$ cat src/rtl/posit_fmau_arbiter_if.sv
// Bundle of request, FMAU and response signals around posit_fmau_arbiter.
// The arbiter uses the slave view; the surrounding system uses the master view.
interface posit_fmau_arbiter_if #(
   parameter int NREQ = 4,
   parameter int IDW  = 2
) ();
   logic [NREQ-1:0]    req_valid;
   logic [NREQ-1:0]    req_ready;
   logic [32*NREQ-1:0] req_a;
   logic [32*NREQ-1:0] req_b;
   logic [32*NREQ-1:0] req_c;
   logic [32*NREQ-1:0] req_d;
   logic [2*NREQ-1:0]  req_in_pre;
   logic [2*NREQ-1:0]  req_out_pre;

   logic               fmau_start;
   logic [31:0]        fmau_a;
   logic [31:0]        fmau_b;
   logic [31:0]        fmau_c;
   logic [31:0]        fmau_d;
   logic [1:0]         fmau_in_pre;
   logic [1:0]         fmau_out_pre;
   logic [31:0]        fmau_out;
   logic               fmau_soe;

   logic               rsp_valid;
   logic               rsp_ready;
   logic [31:0]        rsp_data;
   logic [IDW-1:0]     rsp_id;
   logic               rsp_err;
   logic               busy;

   modport slave (
      input  req_valid, req_a, req_b, req_c, req_d, req_in_pre, req_out_pre,
      output req_ready,
      output fmau_start, fmau_a, fmau_b, fmau_c, fmau_d, fmau_in_pre, fmau_out_pre,
      input  fmau_out, fmau_soe,
      output rsp_valid, rsp_data, rsp_id, rsp_err, busy,
      input  rsp_ready
   );

   modport master (
      output req_valid, req_a, req_b, req_c, req_d, req_in_pre, req_out_pre,
      input  req_ready,
      input  fmau_start, fmau_a, fmau_b, fmau_c, fmau_d, fmau_in_pre, fmau_out_pre,
      output fmau_out, fmau_soe,
      input  rsp_valid, rsp_data, rsp_id, rsp_err, busy,
      output rsp_ready
   );
endinterface

$ cat src/rtl/posit_fmau_arbiter.sv
// Round-robin arbiter sharing one posit FMAU among NREQ requesters, one op at a time.
// Define FMAU_ARB_TIMEOUT_EN to add a watchdog that aborts a hung op with NaR and rsp_err.
module posit_fmau_arbiter #(
   parameter int NREQ      = 4,
   parameter int IDW       = 2,
   parameter int START_CYC = 1,
   parameter int TIMEOUT   = 64
) (
   input logic                 clk,
   input logic                 rst,
   posit_fmau_arbiter_if.slave bus
);
   localparam int SCW = (START_CYC > 1) ? $clog2(START_CYC) : 1;
   localparam logic [SCW-1:0] START_LAST = SCW'(START_CYC - 1);
   localparam logic [31:0]    POSIT_NAR  = 32'h8000_0000;

   typedef enum logic [1:0] {IDLE, ISSUE, WAIT, RESP} state_t;

   state_t          state_q;
   logic [IDW-1:0]  rr_ptr_q;
   logic [SCW-1:0]  start_cnt_q;
   logic            fmau_start_q;
   logic [31:0]     fmau_a_q;
   logic [31:0]     fmau_b_q;
   logic [31:0]     fmau_c_q;
   logic [31:0]     fmau_d_q;
   logic [1:0]      fmau_in_pre_q;
   logic [1:0]      fmau_out_pre_q;
   logic            rsp_valid_q;
   logic [31:0]     rsp_data_q;
   logic [IDW-1:0]  rsp_id_q;
   logic            rsp_err_q;
   logic            busy_q;

   logic [31:0]     op_a      [NREQ];
   logic [31:0]     op_b      [NREQ];
   logic [31:0]     op_c      [NREQ];
   logic [31:0]     op_d      [NREQ];
   logic [1:0]      op_in_pre [NREQ];
   logic [1:0]      op_out_pre[NREQ];

   logic [NREQ-1:0] req_rot;
   logic            grant_found;
   logic [IDW-1:0]  grant_idx;
   logic [NREQ-1:0] grant_onehot;
   logic [IDW-1:0]  rr_next;
   logic            wd_expired;

   genvar gi;
   generate
      for (gi = 0; gi < NREQ; gi++) begin : g_slice
         assign op_a[gi]       = bus.req_a[32*gi +: 32];
         assign op_b[gi]       = bus.req_b[32*gi +: 32];
         assign op_c[gi]       = bus.req_c[32*gi +: 32];
         assign op_d[gi]       = bus.req_d[32*gi +: 32];
         assign op_in_pre[gi]  = bus.req_in_pre[2*gi +: 2];
         assign op_out_pre[gi] = bus.req_out_pre[2*gi +: 2];
      end
   endgenerate

   // Rotate the request vector so bit 0 is the requester at rr_ptr, then take the lowest set bit.
   assign req_rot = NREQ'({bus.req_valid, bus.req_valid} >> rr_ptr_q);

   always_comb begin
      logic [IDW:0] sum;
      grant_found = 1'b0;
      grant_idx   = '0;
      sum         = '0;
      for (int k = NREQ - 1; k >= 0; k--) begin
         if (req_rot[k]) begin
            sum = {1'b0, rr_ptr_q} + (IDW+1)'(k);
            if (sum >= (IDW+1)'(NREQ)) begin
               sum = sum - (IDW+1)'(NREQ);
            end
            grant_found = 1'b1;
            grant_idx   = sum[IDW-1:0];
         end
      end
   end

   assign grant_onehot = {{(NREQ-1){1'b0}}, 1'b1} << grant_idx;
   assign rr_next      = (rsp_id_q == IDW'(NREQ - 1)) ? '0 : rsp_id_q + 1'b1;

`ifdef FMAU_ARB_TIMEOUT_EN
   logic [15:0] wd_cnt_q;

   // Held at zero outside ISSUE/WAIT so it starts from zero on every ISSUE entry.
   always_ff @(posedge clk) begin
      if (rst || state_q == IDLE || state_q == RESP) begin
         wd_cnt_q <= '0;
      end else begin
         wd_cnt_q <= wd_cnt_q + 16'd1;
      end
   end

   assign wd_expired = (wd_cnt_q == 16'(TIMEOUT - 1));
`else
   assign wd_expired = 1'b0;
`endif

   always_ff @(posedge clk) begin
      if (rst) begin
         state_q        <= IDLE;
         rr_ptr_q       <= '0;
         start_cnt_q    <= '0;
         fmau_start_q   <= 1'b0;
         fmau_a_q       <= '0;
         fmau_b_q       <= '0;
         fmau_c_q       <= '0;
         fmau_d_q       <= '0;
         fmau_in_pre_q  <= '0;
         fmau_out_pre_q <= '0;
         rsp_valid_q    <= 1'b0;
         rsp_data_q     <= '0;
         rsp_id_q       <= '0;
         rsp_err_q      <= 1'b0;
         busy_q         <= 1'b0;
      end else begin
         case (state_q)
            IDLE: begin
               if (grant_found) begin
                  fmau_a_q       <= op_a[grant_idx];
                  fmau_b_q       <= op_b[grant_idx];
                  fmau_c_q       <= op_c[grant_idx];
                  fmau_d_q       <= op_d[grant_idx];
                  fmau_in_pre_q  <= op_in_pre[grant_idx];
                  fmau_out_pre_q <= op_out_pre[grant_idx];
                  rsp_id_q       <= grant_idx;
                  start_cnt_q    <= '0;
                  fmau_start_q   <= 1'b1;
                  busy_q         <= 1'b1;
                  state_q        <= ISSUE;
               end
            end
            ISSUE, WAIT: begin
               // A strobe in the same cycle as the watchdog limit still wins.
               if (bus.fmau_soe) begin
                  rsp_data_q   <= bus.fmau_out;
                  rsp_err_q    <= 1'b0;
                  rsp_valid_q  <= 1'b1;
                  fmau_start_q <= 1'b0;
                  state_q      <= RESP;
               end else if (wd_expired) begin
                  rsp_data_q   <= POSIT_NAR;
                  rsp_err_q    <= 1'b1;
                  rsp_valid_q  <= 1'b1;
                  fmau_start_q <= 1'b0;
                  state_q      <= RESP;
               end else if (state_q == ISSUE) begin
                  if (start_cnt_q == START_LAST) begin
                     fmau_start_q <= 1'b0;
                     state_q      <= WAIT;
                  end else begin
                     start_cnt_q <= start_cnt_q + 1'b1;
                  end
               end
            end
            RESP: begin
               if (bus.rsp_ready) begin
                  rsp_valid_q <= 1'b0;
                  busy_q      <= 1'b0;
                  rr_ptr_q    <= rr_next;
                  state_q     <= IDLE;
               end
            end
            default: state_q <= IDLE;
         endcase
      end
   end

   assign bus.req_ready    = (state_q == IDLE && grant_found) ? grant_onehot : '0;
   assign bus.fmau_start   = fmau_start_q;
   assign bus.fmau_a       = fmau_a_q;
   assign bus.fmau_b       = fmau_b_q;
   assign bus.fmau_c       = fmau_c_q;
   assign bus.fmau_d       = fmau_d_q;
   assign bus.fmau_in_pre  = fmau_in_pre_q;
   assign bus.fmau_out_pre = fmau_out_pre_q;
   assign bus.rsp_valid    = rsp_valid_q;
   assign bus.rsp_data     = rsp_data_q;
   assign bus.rsp_id       = rsp_id_q;
   assign bus.rsp_err      = rsp_err_q;
   assign bus.busy         = busy_q;
endmodule

$ cat src/flat_wrapper.sv
// flat-port wrapper written by rule: the top's interface ports become plain ports
module posit_fmau_arbiter_flat 
#(
   parameter int NREQ      = 4,
   parameter int IDW       = 2,
   parameter int START_CYC = 1,
   parameter int TIMEOUT   = 64
)
  (clk, rst, bus_req_valid, bus_req_a, bus_req_b, bus_req_c, bus_req_d, bus_req_in_pre, bus_req_out_pre, bus_req_ready, bus_fmau_start, bus_fmau_a, bus_fmau_b, bus_fmau_c, bus_fmau_d, bus_fmau_in_pre, bus_fmau_out_pre, bus_fmau_out, bus_fmau_soe, bus_rsp_valid, bus_rsp_data, bus_rsp_id, bus_rsp_err, bus_busy, bus_rsp_ready);
  posit_fmau_arbiter_if #(.NREQ(NREQ), .IDW(IDW)) bus_i ();
  input logic clk;
  input logic rst;
  input wire logic [$bits(bus_i.req_valid)-1:0] bus_req_valid;
  input wire logic [$bits(bus_i.req_a)-1:0] bus_req_a;
  input wire logic [$bits(bus_i.req_b)-1:0] bus_req_b;
  input wire logic [$bits(bus_i.req_c)-1:0] bus_req_c;
  input wire logic [$bits(bus_i.req_d)-1:0] bus_req_d;
  input wire logic [$bits(bus_i.req_in_pre)-1:0] bus_req_in_pre;
  input wire logic [$bits(bus_i.req_out_pre)-1:0] bus_req_out_pre;
  output wire logic [$bits(bus_i.req_ready)-1:0] bus_req_ready;
  output wire logic [$bits(bus_i.fmau_start)-1:0] bus_fmau_start;
  output wire logic [$bits(bus_i.fmau_a)-1:0] bus_fmau_a;
  output wire logic [$bits(bus_i.fmau_b)-1:0] bus_fmau_b;
  output wire logic [$bits(bus_i.fmau_c)-1:0] bus_fmau_c;
  output wire logic [$bits(bus_i.fmau_d)-1:0] bus_fmau_d;
  output wire logic [$bits(bus_i.fmau_in_pre)-1:0] bus_fmau_in_pre;
  output wire logic [$bits(bus_i.fmau_out_pre)-1:0] bus_fmau_out_pre;
  input wire logic [$bits(bus_i.fmau_out)-1:0] bus_fmau_out;
  input wire logic [$bits(bus_i.fmau_soe)-1:0] bus_fmau_soe;
  output wire logic [$bits(bus_i.rsp_valid)-1:0] bus_rsp_valid;
  output wire logic [$bits(bus_i.rsp_data)-1:0] bus_rsp_data;
  output wire logic [$bits(bus_i.rsp_id)-1:0] bus_rsp_id;
  output wire logic [$bits(bus_i.rsp_err)-1:0] bus_rsp_err;
  output wire logic [$bits(bus_i.busy)-1:0] bus_busy;
  input wire logic [$bits(bus_i.rsp_ready)-1:0] bus_rsp_ready;
  assign bus_i.req_valid = bus_req_valid;
  assign bus_i.req_a = bus_req_a;
  assign bus_i.req_b = bus_req_b;
  assign bus_i.req_c = bus_req_c;
  assign bus_i.req_d = bus_req_d;
  assign bus_i.req_in_pre = bus_req_in_pre;
  assign bus_i.req_out_pre = bus_req_out_pre;
  assign bus_req_ready = bus_i.req_ready;
  assign bus_fmau_start = bus_i.fmau_start;
  assign bus_fmau_a = bus_i.fmau_a;
  assign bus_fmau_b = bus_i.fmau_b;
  assign bus_fmau_c = bus_i.fmau_c;
  assign bus_fmau_d = bus_i.fmau_d;
  assign bus_fmau_in_pre = bus_i.fmau_in_pre;
  assign bus_fmau_out_pre = bus_i.fmau_out_pre;
  assign bus_i.fmau_out = bus_fmau_out;
  assign bus_i.fmau_soe = bus_fmau_soe;
  assign bus_rsp_valid = bus_i.rsp_valid;
  assign bus_rsp_data = bus_i.rsp_data;
  assign bus_rsp_id = bus_i.rsp_id;
  assign bus_rsp_err = bus_i.rsp_err;
  assign bus_busy = bus_i.busy;
  assign bus_i.rsp_ready = bus_rsp_ready;
  posit_fmau_arbiter #(.NREQ(NREQ), .IDW(IDW), .START_CYC(START_CYC), .TIMEOUT(TIMEOUT)) u_core (.clk(clk), .rst(rst), .bus(bus_i));
endmodule
$ cat config.mk
export PLATFORM = sky130hd
export DESIGN_NAME = posit_fmau_arbiter_flat
export DESIGN_NICKNAME = d
export VERILOG_FILES = /design/src/rtl/posit_fmau_arbiter_if.sv /design/src/rtl/posit_fmau_arbiter.sv /design/src/flat_wrapper.sv
export SDC_FILE = /design/constraint.sdc
export NUM_CORES = 1
export LEC_CHECK = 0
export ABC_AREA = 1
export ABC_CLOCK_PERIOD_IN_PS = 5500
export CAP_MARGIN = 20
export CORE_AREA = 4 4 290 292
export DETAILED_ROUTE_END_ITERATION = 8
export DIE_AREA = 0 0 294 296
export MAX_ROUTING_LAYER = met4
export SLEW_MARGIN = 15
export SYNTH_ARGS = -nofsm -noshare
export SYNTH_HDL_FRONTEND = slang
export SYNTH_SLANG_ARGS = --single-unit
$ cat constraint.sdc
create_clock -name clk -period 5.5 [get_ports clk]
set_clock_uncertainty 0.1 [all_clocks]
set_input_delay 1.1 -clock clk [delete_from_list [all_inputs] [get_ports clk]]
set_output_delay 1.1 -clock clk [all_outputs]
set_load 0.03 [all_outputs]
==> impl_metrics.py, run 1 <==
metrics = {
    "synthesis": {
        "syn_nets": 2748,
        "yosys-top-cells-area": "dfxtp_1, nand2_1, nand3_1",
        "netlist_instances": 2176,
        "syn-cell-area_sq_um": 11870,
        "synth_cell_types": 27,
        "ys_seq_area_share_pct": 29.18,
        "synth.avg_cell_area_sq_um": 5.454,
        "synth_top_cell_area_share_pct": 29.18,
        "yosysWarnings": 0,
        "ys_ff_latch": 173,
        "synth_top_cell_by_area": "dfxtp_1",
    },
    "detailed_routing": {
        "postRouteWirelength_um": 63070,
        "firstDrtPassIters": 5,
        "antenna_left": 0,
        "drc": 0,
        "first_iter_violations": 691,
        "via_per_inst": 3.892,
        "routedWlPerCell_um": 16.12,
        "num_vias": 15230,
    },
    "die": {
        "num_rows": 105,
        "dieArea_sq_um": 87020,
        "initial_core_util_pct": 14.55,
        "num_io_pins": 742,
        "die-width_um": 294,
        "coreArea_sq_um": 81580,
        "fp.dieH_um": 296,
    },
    "power": {
        "p_sw_mw": 4.574,
        "combPwrFrac_pct": 63.3,
        "p_leak_nw": 9.949,
        "irDropWorstVdd_mv": 0.3357,
        "power.internal_mw": 4.640,
        "power_density_nw_per_um2": 441.7,
        "power_mw": 9.214,
        "swShare_pct": 49.64,
        "clkPwrFrac_pct": 14.0,
        "seqPwrFrac_pct": 22.6,
    },
    "sta": {
        "max_freq_mhz": 211.2,
        "grt_setup_unrepaired": "false",
        "setup_slack_ns": 0.7659,
        "slew_headroom_pct": 37.09,
        "hold_viol": 0,
        "setup_tns_ns": 0,
        "drv_slew": 0,
        "period_minus_slack_ns": 4.734,
        "setup_violations": 0,
        "worst-slew-pin-transition_ns": 0.9436,
        "hold-worst-slack_ns": 0.3786,
        "finalCritPeriodShare_pct": 86.08,
    },
    "critical_path": {
        "cp.required_ns": 4.30,
        "cp.arrival_ns": 3.53,
        "critPathLaunchType": "primary input",
        "r2r_setup_slack_ns": 2.41,
        "path_max_fanout": 9,
        "endpoint_kind": "primary output",
        "crit_type": "primary input to primary output",
    },
    "placed_design": {
        "hpwl_um": 47650,
        "dp_cells": 3876,
        "dp_slack_ns": 0.7548,
        "gp_congestion": 0.8729,
        "port_buffers": 740,
    },
    "global_routing": {
        "grt_first_pass_wirelength_um": 89840,
        "antenna_found_initial": 4,
        "grt.overflow.total": 0,
        "grt_max_degree": 166,
        "grt_pass1_vias": 14560,
        "track_usage_pct": 14.06,
    },
    "cells_and_area": {
        "area.growth.synth_to_final_pct": 75.75,
        "layout.nets": 3398,
        "fillerInstances": 9167,
        "drive_above_1_share_pct": 2.853,
        "layoutNonFillerInstCount": 3912,
    },
    "min_path": {
        "hp-class": "flop to flop",
    },
    "clocking": {
        "postCtsSetupRepairBufs": 0,
        "cts.repair.resized": 0,
        "cts_sinks": 173,
        "clock_path_buffers": 2,
        "cts_tree": "done",
        "cts_hold_buffers": 0,
        "cts.clk_slew.worst_paths_ns": 0.07,
        "numCtsBuffers": 17,
        "worst_skew_pair.late_latency_ns": 0.48,
        "h-tree-depth": 4,
        "clock_tree.root_cell": "clkbuf_16",
    },
    "status": {
        "status": "complete, no violations",
    },
    "flow_run": {
        "drv_cap": 0,
    },
}
## per-stage QoR
step                util, %  cell area (sq um)
floorplan                 -              11870
global placement      24.78              20220
detailed placement    24.81              20240
CTS                   25.53              20830
global route          25.57              20860
finish                25.57              20860
## cell usage in the layout (no fill, tap or decap), types with 7 or more instances in the layout
cell type        synthesis  final
clkdlybuf4s50_1          0    736
nand2_1                623    622
nor2_1                 398    398
inv_1                  358    358
nand3_1                344    344
dfxtp_1                173    173
a21oi_1                 71     71
o21ai_0                 41     41
buf_4                   37     24
clkbuf_16                0     17
buf_12                   0      7
## flip-flops by register name (all words and copies together) (netlist names)
register                 flops
u_core.bus.busy              1
u_core.bus.fmau_a           32
u_core.bus.fmau_b           32
u_core.bus.fmau_c           32
u_core.bus.fmau_d           32
u_core.bus.fmau_in_pre       2
u_core.bus.fmau_out_pre      2
u_core.bus.fmau_start        1
u_core.bus.rsp_data         32
u_core.bus.rsp_id            2
u_core.bus.rsp_valid         1
u_core.rr_ptr_q              2
u_core.state_q               2
## final timing paths
kind | from | to | depth (start not counted)
worst max-delay path | bus_req_valid[2] | bus_req_ready[2] | 12
worst min register to register | u_core.bus.rsp_valid | u_core.bus.rsp_valid | 2
worst min-delay path | u_core.bus.rsp_valid | u_core.bus.rsp_valid | 2
worst max register to register | u_core.rr_ptr_q[0] | u_core.bus.fmau_c[17] | 11
## cell usage after synthesis, drive strengths merged
| master | n |
|---|---|
| dfxtp | 173 |
| nand4 | 2 |
| nor2 | 400 |
| nor3 | 2 |
| o31ai | 1 |
| a21oi | 71 |
| conb | 1 |
| buf | 95 |
| nand3 | 346 |
| xor2 | 1 |
| clkinv | 1 |
| clkbuf | 44 |
| nand2 | 627 |
| inv | 364 |
| ha | 4 |
| o211ai | 1 |
| o21ai | 43 |
## final cells by class
type / count / area (sq um) / share of cell area (%)
well taps: 1070 / 1339 / 6.418
clock buffers: 20 / 456.7 / 2.189
repair buffers: 770 / 7754 / 37.17
flip-flops and latches: 173 / 3463 / 16.60
inverters: 365 / 1378 / 6.604
diodes: 3 / 7.507 / 0.03599
clock inverters: 12 / 125.1 / 0.5998
multi-input cells: 1499 / 6337 / 30.38
## worst max-delay path, cell delays in order
cell and delay (ns):
clkdlybuf4s50_1 0.51, inv_1 0.07, nand2_1 0.10, nand3_2 0.11, nand2_1 0.12, inv_2 0.04
nand2_1 0.12, nand3_4 0.11, nand2_8 0.14, nand2_1 0.10, nor2_1 0.26, clkdlybuf4s50_1 0.75
## per-layer routing
metal | share of wire (%) | up-vias | GRT usage [%] | wire, um
li1 | - | 7837 | - | -
met1 | 42 | 6791 | 16.63 | 26350
met2 | 48 | 526 | 23.33 | 30590
met3 | 7.2 | 72 | 3.565 | 4561
met4 | 2.5 | 0 | 4.775 | 1567
met5 | 0 | - | - | 0
## kinds of logic (layout without fill, tap and decap cells)
logic type / after synthesis / in the layout / synth area share [%]
buffers and inverters: 504 / 1167 / 17.71
adder cells (fa/ha/maj): 4 / 4 / 0.4217
XOR/XNOR: 1 / 1 / 0.07381
flip-flops: 173 / 173 / 29.18
other: 1 / 4 / 0.03160
AO/OA/AOI/OAI: 116 / 116 / 5.029
AND/OR/NAND/NOR: 1377 / 1377 / 47.55
## power by group through the flow
| stage | clock, mW | sequential [mW] | combinational (mW) |
|---|---|---|---|
| after CTS | 1.38 | 2.09 | 5.91 |
| final | 1.29 | 2.09 | 5.84 |
| after detailed placement | 0 | 2.11 | 5.89 |
| after floorplan | 0 | 3.07 | 2.46 |
| after global placement | 0 | 2.09 | 5.87 |
| after global routing | 1.41 | 2.15 | 6.41 |
(Power assumes the default switching activity.)
==> inputs of run 2 (changes only) <==
- CAP_MARGIN: 20 -> not set
==> run 2 against run 1 <==
Against the previous run:
- non-clock buffer count shrank 2
- final cell count hardly changed
- largest cell class unchanged
- via count decreased by 1.1%
- critical path type unchanged
- first-iteration DRC count decreased by 5.2%
- die area is the same
==> impl_metrics.py, run 2 (synthesis gave the netlist of run 1 again) <==
metrics = {
    "critical_path": {
        "cp.required_ns": 4.30,
        "cpMostUsedCell": "nand2_1",
        "r2r_setup_slack_ns": 2.40,
        "crit_family": "buffers and inverters",
        "crit_type": "primary input to primary output",
        "cpPeakStageDelay_ns": 0.75,
        "path_max_fanout": 9,
        "critPathLaunchType": "primary input",
        "cpMaxStageDelayCell": "clkdlybuf4s50_1",
        "endpoint_kind": "primary output",
        "cp.arrival_ns": 3.54,
        "path_cells": "clkdlybuf4s50_1 > inv_1 > nand2_1 > nand3_2 > nand2_1 > inv_2 > nand2_1 > nand3_4 > nand2_8 > nand2_1 > nor2_1 > clkdlybuf4s50_1",
        "cp_num_buf_inv": 4,
    },
    "detailed_routing": {
        "firstDrtPassIters": 5,
        "first_iter_violations": 655,
        "num_vias": 15060,
        "antenna_left": 0,
        "postRouteWirelength_um": 63090,
        "routedWlPerCell_um": 16.14,
        "drc": 0,
        "via_per_inst": 3.852,
    },
    "global_routing": {
        "grt.overflow.total": 0,
        "track_usage_pct": 14.05,
        "grt_first_pass_wirelength_um": 89580,
        "grt_pass1_vias": 14340,
        "antenna_found_initial": 4,
        "grt_max_degree": 166,
    },
    "sta": {
        "slew_headroom_pct": 22.30,
        "max_freq_mhz": 210.9,
        "worst-slew-pin-transition_ns": 1.165,
        "drv_slew": 0,
        "setup_violations": 0,
        "period_minus_slack_ns": 4.741,
        "setup_tns_ns": 0,
        "grt_setup_unrepaired": "false",
        "setup_slack_ns": 0.7591,
        "hold_viol": 0,
        "finalCritPeriodShare_pct": 86.20,
    },
    "clocking": {
        "h-tree-depth": 4,
        "worst_skew_pair.late_latency_ns": 0.49,
        "cts_sinks": 173,
        "cts.clk_slew.worst_paths_ns": 0.07,
        "clock_tree.root_cell": "clkbuf_16",
        "cts_tree": "done",
        "postCtsSetupRepairBufs": 0,
        "cts.repair.resized": 0,
        "cts_hold_buffers": 0,
        "numCtsBuffers": 17,
        "clock_path_buffers": 2,
    },
    "placed_design": {
        "port_buffers": 740,
        "gp_congestion": 0.8729,
        "place_area_sq_um": 20220,
        "dp_slack_ns": 0.7559,
        "dp_cells": 3875,
        "hpwl_um": 47540,
    },
    "status": {
        "status": "complete, no violations",
    },
    "power": {
        "p_leak_nw": 9.896,
        "irDropWorstVdd_mv": 0.3118,
        "power_density_nw_per_um2": 439.1,
    },
    "die": {
        "initial_core_util_pct": 14.55,
        "coreArea_sq_um": 81580,
        "die-width_um": 294,
        "dieArea_sq_um": 87020,
        "num_rows": 105,
        "num_io_pins": 742,
        "fp.dieH_um": 296,
    },
    "cells_and_area": {
        "layout.nets": 3396,
        "stdcell_area_sq_um": 20760,
        "drive_above_1_share_pct": 2.750,
        "area.growth.synth_to_final_pct": 74.89,
        "final_cell_mix": "clkdlybuf4s50_1, nand2_1, nor2_1",
        "layoutNonFillerInstCount": 3909,
        "layout_commonest_cell": "clkdlybuf4s50_1",
        "fillerInstances": 9244,
    },
    "flow_run": {
        "drv_cap": 0,
    },
    "min_path": {
        "hp-class": "flop to flop",
    },
}
-- run 2: cell count changes in the layout (fill, tap and decap cells not counted), sizes merged --
cell / change
clkinv: +2
buf: -2
inv: -3
clkbuf: -1
clkinvlp: +2
bufinv: -1
-- run 2: per-layer routing --
metal  global-route usage, %  vias to the layer above  share of wire (%)
li1                        -                     7826                  -
met1                   16.67                     6679                 42
met2                   23.42                      504                 49
met3                   3.812                       47                6.9
met4                   4.050                        0                1.6
met5                       -                        -                  0
-- run 2: cell type report --
class                      count  area (sq um)  area share [%]
antenna                        3         7.507         0.03617
clock buffer                  19         442.9           2.134
clock inverter                12         91.34          0.4400
inverter                     365          1378           6.637
multi-input combinational   1499          6337           30.53
sequential                   173          3463           16.68
tap                         1070          1339           6.450
timing repair buffer         768          7699           37.09
-- run 2: final timing paths --
check | from | end | cells past startpoint
worst max register to register | u_core.rr_ptr_q[0] | u_core.bus.fmau_c[17] | 11
worst max-delay path | bus_req_valid[2] | bus_req_ready[2] | 12
worst min-delay path | u_core.bus.rsp_valid | u_core.bus.rsp_valid | 2
worst min register to register | u_core.bus.rsp_valid | u_core.bus.rsp_valid | 2
-- run 2: metrics by stage --
stage / hold slack, ns / util (%) / power [mW]
after detailed placement: 0.3700 / 24.78 / 7.982
after global routing: 0.4047 / 25.44 / 9.868
after CTS: 0.3831 / 25.43 / 9.288
after floorplan: 0.3731 / - / 5.536
final: 0.3779 / 25.44 / 9.114
after global placement: 0.3611 / 24.78 / 7.965
-- run 2: where the power goes --
group	switching, mW	internal (mW)	leakage, nW	total, mW
sequential	0.303	1.78	1.44	2.08
clock	0.628	0.590	0.248	1.22
combinational	3.63	2.18	8.21	5.81
-- run 2: worst min-delay path: cells and delay by family (launching register included) --
| kind | cells | cell delay (ns) |
|---|---|---|
| AO/OA/AOI/OAI | 2 | 0.13 |
| flip-flops | 1 | 0.31 |
